--- src/rtl/trap_pkg.sv ---
// Shared types and constants for the trap sequencer: FSM states, mie/mip bit
// positions and the default drain-timeout limit.
package trap_pkg;

    typedef enum logic [1:0] {
        IDLE,
        DRAIN,
        COMMIT,
        FLUSH
    } trap_state_t;

    localparam int MSIE_BIT          = 3;
    localparam int MTIE_BIT          = 7;
    localparam int MEIE_BIT          = 11;
    localparam int DRAIN_MAX_DEFAULT = 255;
    localparam int DRAIN_W           = 8;

    // Source vectors are packed {external, software, timer}; highest index wins.
    function automatic logic [2:0] pick_cause(input logic [2:0] pend);
        logic [2:0] onehot;
        onehot = 3'b000;
        if (pend[2]) begin
            onehot = 3'b100;
        end else if (pend[1]) begin
            onehot = 3'b010;
        end else if (pend[0]) begin
            onehot = 3'b001;
        end
        return onehot;
    endfunction

endpackage

--- src/rtl/trap_ctrl_irq_sync.sv ---
// Two-flop synchronizer for asynchronous interrupt request lines.
module irq_sync #(
    parameter int WIDTH = 1
) (
    input  logic             clk,
    input  logic             reset,
    input  logic [WIDTH-1:0] d,
    output logic [WIDTH-1:0] q
);

    logic [WIDTH-1:0] meta_reg;
    logic [WIDTH-1:0] sync_reg;

    always_ff @(posedge clk) begin
        if (reset) begin
            meta_reg <= '0;
            sync_reg <= '0;
        end else begin
            meta_reg <= d;
            sync_reg <= meta_reg;
        end
    end

    assign q = sync_reg;

endmodule

--- src/rtl/trap_ctrl.sv ---
// Trap sequencer: picks exception vs. interrupt at the M/W boundary, waits for
// the buses to drain, pulses the csr commit strobes, then flushes the front end.
module trap_ctrl
    import trap_pkg::*;
#(
    parameter int DRAIN_MAX = DRAIN_MAX_DEFAULT
) (
    input  logic        clk,
    input  logic        reset,
    input  logic        trint_raw,
    input  logic        swint_raw,
    input  logic        exint_raw,
    input  logic        mstatus_mie,
    input  logic [2:0]  mie_bits,
    input  logic        m_valid,
    input  logic        m_ex,
    input  logic        m_csr_or_mret,
    input  logic        stall_w,
    input  logic        ibus_busy,
    input  logic        dbus_busy,
    output logic        hold_pipe,
    output logic        has_ex,
    output logic        has_int,
    output logic        trint,
    output logic        swint,
    output logic        exint,
    output logic        flush_all,
    output logic        drain_timeout,
    output logic [31:0] trap_count
);

    localparam logic [DRAIN_W-1:0] DRAIN_TOP  = DRAIN_W'(DRAIN_MAX);
    localparam logic [DRAIN_W-1:0] DRAIN_LAST = DRAIN_W'(DRAIN_MAX - 1);

    trap_state_t         state_reg, state_next;
    logic                is_int_reg, is_int_next;
    logic [2:0]          cause_reg, cause_next;
    logic [DRAIN_W-1:0]  drain_cnt_reg, drain_cnt_next;
    logic                timeout_reg, timeout_next;
    logic                mask_reg;
    logic [31:0]         count_reg;

    logic                exint_s;
    logic [2:0]          pend;
    logic                bus_busy;
    logic                trap;

    irq_sync #(.WIDTH(1)) u_exint_sync (
        .clk   (clk),
        .reset (reset),
        .d     (exint_raw),
        .q     (exint_s)
    );

    // csr regs land one edge after a commit/CSR write, so the enables seen in
    // that following cycle are stale and pending interrupts are ignored then.
    assign pend     = (mstatus_mie && !mask_reg) ? ({exint_s, swint_raw, trint_raw} & mie_bits) : 3'b000;
    assign bus_busy = ibus_busy || dbus_busy;
    assign trap     = (state_reg == IDLE) && m_valid && !stall_w && ((pend != 3'b000) || m_ex);

    always_comb begin
        state_next     = state_reg;
        is_int_next    = is_int_reg;
        cause_next     = cause_reg;
        drain_cnt_next = drain_cnt_reg;
        timeout_next   = timeout_reg;
        case (state_reg)
            IDLE: begin
                if (trap) begin
                    is_int_next    = (pend != 3'b000);
                    cause_next     = pick_cause(pend);
                    drain_cnt_next = '0;
                    state_next     = bus_busy ? DRAIN : COMMIT;
                end
            end
            DRAIN: begin
                if (drain_cnt_reg != DRAIN_TOP) begin
                    drain_cnt_next = drain_cnt_reg + 1'b1;
                end
                if (!bus_busy) begin
                    state_next = COMMIT;
                end else if (drain_cnt_reg == DRAIN_LAST) begin
                    // This cycle brings the counter to the limit: give up on the bus.
                    state_next   = COMMIT;
                    timeout_next = 1'b1;
                end
            end
            COMMIT:  state_next = FLUSH;
            FLUSH:   state_next = IDLE;
            default: state_next = IDLE;
        endcase
    end

    // Strobes are gated by reset so a reset landing mid-trap never leaks a pulse.
    always_comb begin
        hold_pipe = 1'b0;
        has_ex    = 1'b0;
        has_int   = 1'b0;
        flush_all = 1'b0;
        if (!reset) begin
            hold_pipe = trap || (state_reg == DRAIN) || (state_reg == COMMIT);
            has_ex    = (state_reg == COMMIT) && !is_int_reg;
            has_int   = (state_reg == COMMIT) && is_int_reg;
            flush_all = (state_reg == FLUSH);
        end
        {exint, swint, trint} = has_int ? cause_reg : 3'b000;
    end

    always_ff @(posedge clk) begin
        if (reset) begin
            state_reg     <= IDLE;
            is_int_reg    <= 1'b0;
            cause_reg     <= 3'b000;
            drain_cnt_reg <= '0;
            timeout_reg   <= 1'b0;
            mask_reg      <= 1'b0;
            count_reg     <= 32'd0;
        end else begin
            state_reg     <= state_next;
            is_int_reg    <= is_int_next;
            cause_reg     <= cause_next;
            drain_cnt_reg <= drain_cnt_next;
            timeout_reg   <= timeout_next;
            mask_reg      <= (state_reg == COMMIT) || (m_valid && m_csr_or_mret);
            if (state_reg == COMMIT) begin
                count_reg <= count_reg + 32'd1;
            end
        end
    end

    assign drain_timeout = timeout_reg;
    assign trap_count    = count_reg;

endmodule
--- config.mk ---
export PLATFORM = sky130hd
export DESIGN_NAME = trap_ctrl
export DESIGN_NICKNAME = d
export VERILOG_FILES = /design/src/rtl/trap_pkg.sv /design/src/rtl/trap_ctrl_irq_sync.sv /design/src/rtl/trap_ctrl.sv
export SDC_FILE = /design/constraint.sdc
export NUM_CORES = 1
export LEC_CHECK = 0
export ABC_CLOCK_PERIOD_IN_PS = 2200
export CAP_MARGIN = 30
export CELL_PAD_IN_SITES_DETAIL_PLACEMENT = 1
export CELL_PAD_IN_SITES_GLOBAL_PLACEMENT = 1
export CORE_MARGIN = 3
export CORE_UTILIZATION = 34
export CTS_CLUSTER_DIAMETER = 50
export DETAILED_ROUTE_END_ITERATION = 6
export PLACE_DENSITY = 0.74
export SYNTH_ARGS = -nofsm -noshare
export SYNTH_HDL_FRONTEND = slang
export SYNTH_SLANG_ARGS = --single-unit
--- constraint.sdc ---
create_clock -name clk -period 2.2 [get_ports clk]
set_clock_uncertainty 0.05 [all_clocks]
set_input_delay 0.66 -clock clk [delete_from_list [all_inputs] [get_ports clk]]
set_output_delay 0.66 -clock clk [all_outputs]
set_load 0.02 [all_outputs]
==> Flow_metrics.wiki <==
{| class="wikitable"
! Metric !! Value
|-
| Smallest setup slack after layout || 0.00105 ns
|-
| Root buffer cell || sky130_fd_sc_hd__clkbuf_8
|-
| Total placed instance area || 3600 um2
|-
| Diodes inserted || 0
|-
| R2R depth || 11
|-
| Syn avg cell area || 8.30 um2
|-
| Height of the chip || 95.5 um
|-
| Number of violations of the max-capacitance limit || 0
|-
| Maximum root-to-sink buffer count || 2
|-
| Remaining max-slew budget at the tightest pin || 61.5%
|-
| Post-synth design cell area || 2720 um2
|-
| Relative area change from synthesis to final layout || 43.9%
|-
| Ratio of cells with drive above 1 in the final layout || 23.6%
|-
| Worst min-delay path category || flip-flop to flip-flop
|-
| Most common cell after layout, fill and taps aside || sky130_fd_sc_hd__dfxtp_1
|-
| Final cell utilization of the core || 50.5%
|-
| Arrival time of data at the critical path endpoint || 1.49 ns
|-
| Critical path, cell by cell || clkdlybuf4s15_1 > and3b_2 > o221ai_4 > a21oi_4 > buf_6
|-
| Largest stage delay, worst path || 0.27 ns
|-
| Synthesized netlist cell count || 328
|-
| Die outline area || 9120 um2
|-
| Library cell contributing the largest single delay on the critical path || sky130_fd_sc_hd__and3b_2
|-
| Wire length of the first global-routing pass || 14.2 mm
|-
| Starting Density || 35.1%
|-
| Antenna violations before repair || 0
|-
| Average wire length per cell after detail routing || 17.1 um
|-
| Minimum clock period after layout || 2.20 ns
|-
| Sort of element at the end of the critical path || output port
|-
| Status || completed
|-
| Rows || 32
|-
| Flip-flop count of the largest register, all copies and words added || 32
|-
| Count of unresolved DRC violations after routing || 0
|-
| Vias || 2,860
|-
| Most instantiated flip-flop cell in the synthesis netlist || sky130_fd_sc_hd__dfxtp_1
|-
| Die X-Extent || 95.5 um
|-
| Synthesized flop and latch total || 50
|-
| CTS tree || done
|-
| Type of the worst setup path || input port to output port
|-
| Final Slew Violations || 0
|-
| Via density per instance || 5.49
|-
| Buffers added on ports || 54
|-
| Worst Hold Depth || 1
|-
| Detailed Route Iter0 Violations || 132
|-
| Number of warning messages in the yosys log || 0
|-
| Sink count of the clock tree || 50
|-
| Final count of hold timing violations || 0
|-
| Distinct cell type count of the synthesized netlist || 50
|-
| Fill cell count || 957
|-
| Number of I/O pins || 55
|-
| Top library cells by usage in the layout, fill and taps aside || 48 x sky130_fd_sc_hd__dfxtp_1, 47 x sky130_fd_sc_hd__buf_4, 33 x sky130_fd_sc_hd__clkdlybuf4s50_1
|-
| Worst path required time || 1.49 ns
|-
| Largest fanout of any net on the critical path || 2
|-
| Top cell type's share of synthesized area || 36.7%
|-
| Post-route fraction of the period consumed by the critical path || 100%
|-
| Worst-Margin Slew || 0.577 ns
|-
| Hold-fix buffers, CTS || 0
|-
| GRT overflow || 0
|-
| Clock-pin transition on the worst setup and hold timing paths || 0.09 ns
|-
| Portion of the post-synthesis area used by sequential elements || 36.7%
|-
| Overall Global Routing Usage || 19.6%
|-
| Core Area || 7770 um2
|-
| Total of endpoints with negative setup slack in the final report || 0
|-
| Post-DRT Antenna Nets || 0
|-
| Final weighted congestion of routability-driven global placement || 0.798
|-
| Vias in the first global route || 2,825
|-
| Largest net degree at the start of global routing || 53
|-
| Clock buffer count from CTS || 5
|-
| First drt pass iteration count || 4
|-
| Post-synth EDFFs || 0
|-
| Final WL || 8.93 mm
|-
| Final net count || 441
|-
| Cell leakage power || 1.57 nW
|-
| Type of element launching the critical path || input port
|-
| H-tree Lvls || 2
|-
| Worst hold margin || 0.397 ns
|-
| Top area cells in the synthesized netlist || sky130_fd_sc_hd__dfxtp_1 37%, sky130_fd_sc_hd__a21oi_1 5.5%, sky130_fd_sc_hd__nor2_1 4.0%, sky130_fd_sc_hd__ha_1 3.7%, sky130_fd_sc_hd__nand3_1 3.3%
|-
| Leading area contributor after synthesis || sky130_fd_sc_hd__dfxtp_1
|-
| Largest voltage drop on the vdd net || 0.000232 V
|-
| RSZ-0062 raised after global routing || yes
|-
| Power per cell area || 590 nW/um2
|-
| Maximum achievable frequency || 455 MHz
|-
| Synth Net Count || 351
|-
| Layout Cell Area excl Fill || 3920 um2
|-
| Clock Latency Late Sink || 0.31 ns
|-
| DPL Wire Length || 5.75 mm
|-
| Async set or reset register ratio after synthesis || 0%
|-
| Pre-CTS worst setup slack || -0.744 ns
|}
final timing paths:
path                 endpoint                  start  slack, ns
max                 hold_pipe                stall_w      0.001
min            u_exint_sync.q  u_exint_sync.meta_reg       0.40
max reg2reg  drain_cnt_reg[6]           state_reg[1]       0.06
min reg2reg    u_exint_sync.q  u_exint_sync.meta_reg       0.40
cell type report:
class                      instances  area [um2]  share of cell area, %
sequential                        50        1010                   25.7
multi-input combinational        250        1790                   45.8
tap                              102         128                   3.26
clock buffer                       7        86.3                   2.20
clock inverter                     1        5.00                  0.128
inverter                           9        38.8                  0.990
timing repair buffer             102         862                   22.0
worst max-delay path: cells and delay by family:
kind                   cells  cell delay, ns
buffers and inverters      2            0.30
AO/OA/AOI/OAI              2            0.26
AND/OR/NAND/NOR            1            0.27
routing by layer:
layer | part of all wire (%) | GRT usage, %
met3 | 2.4 | 3.16
met4 | 2.0 | 5.81
met2 | 50 | 32.7
met1 | 46 | 26.1
met5 | 0 | 0
logic make-up after synthesis:
group,count (synthesis),synth area share [%]
compound gates,80,18.7
xor+xnor,10,3.22
fa+ha+maj,8,3.67
buf+inv,29,4.50
flops,50,36.7
mux,10,4.00
simple gates,141,29.1
where the power goes:
part           total (mW)  internal (mW)  switching [mW]
clock               0.562          0.255           0.307
combinational       0.787          0.357           0.430
sequential          0.965          0.935          0.0299
synth_stat cells, drive strengths merged (2+ instances only):
cell,count
dfxtp,50
a21oi,30
nor2,29
nand3,18
nand2,17
clkbuf,15
o21ai,14
nor2b,12
or3,10
or4,10
inv,9
nand4,9
o31ai,9
ha,8
and4,7
mux2,7
nand2b,7
nor4,7
a211oi,6
buf,5
xnor2,5
xor2,5
and3,4
a21o,3
and2,3
mux2i,3
nor3,3
a21boi,2
and3b,2
nor3b,2
o21a,2
o22ai,2
repair_timing:
item	in CTS	in global routing
endpoints found under the hold margin	0	0
gates resized for setup	52	36
setup buffers	7	5
cloned	1	1
endpoints found under the setup margin	23	25
pin swaps	5	10
metrics by stage:
| stage | power (mW) | std cells | setup TNS (ns) |
|---|---|---|---|
| after floorplan | 1.36 | 328 | -0.0319 |
| after global placement | 1.63 | 499 | -4.97 |
| after detailed placement | 1.65 | 499 | -5.99 |
| after CTS | 2.26 | 515 | -0.122 |
| after global routing | 2.45 | 521 | -0.0457 |
| final | 2.31 | 521 | 0 |
(Power assumes the default switching activity.)
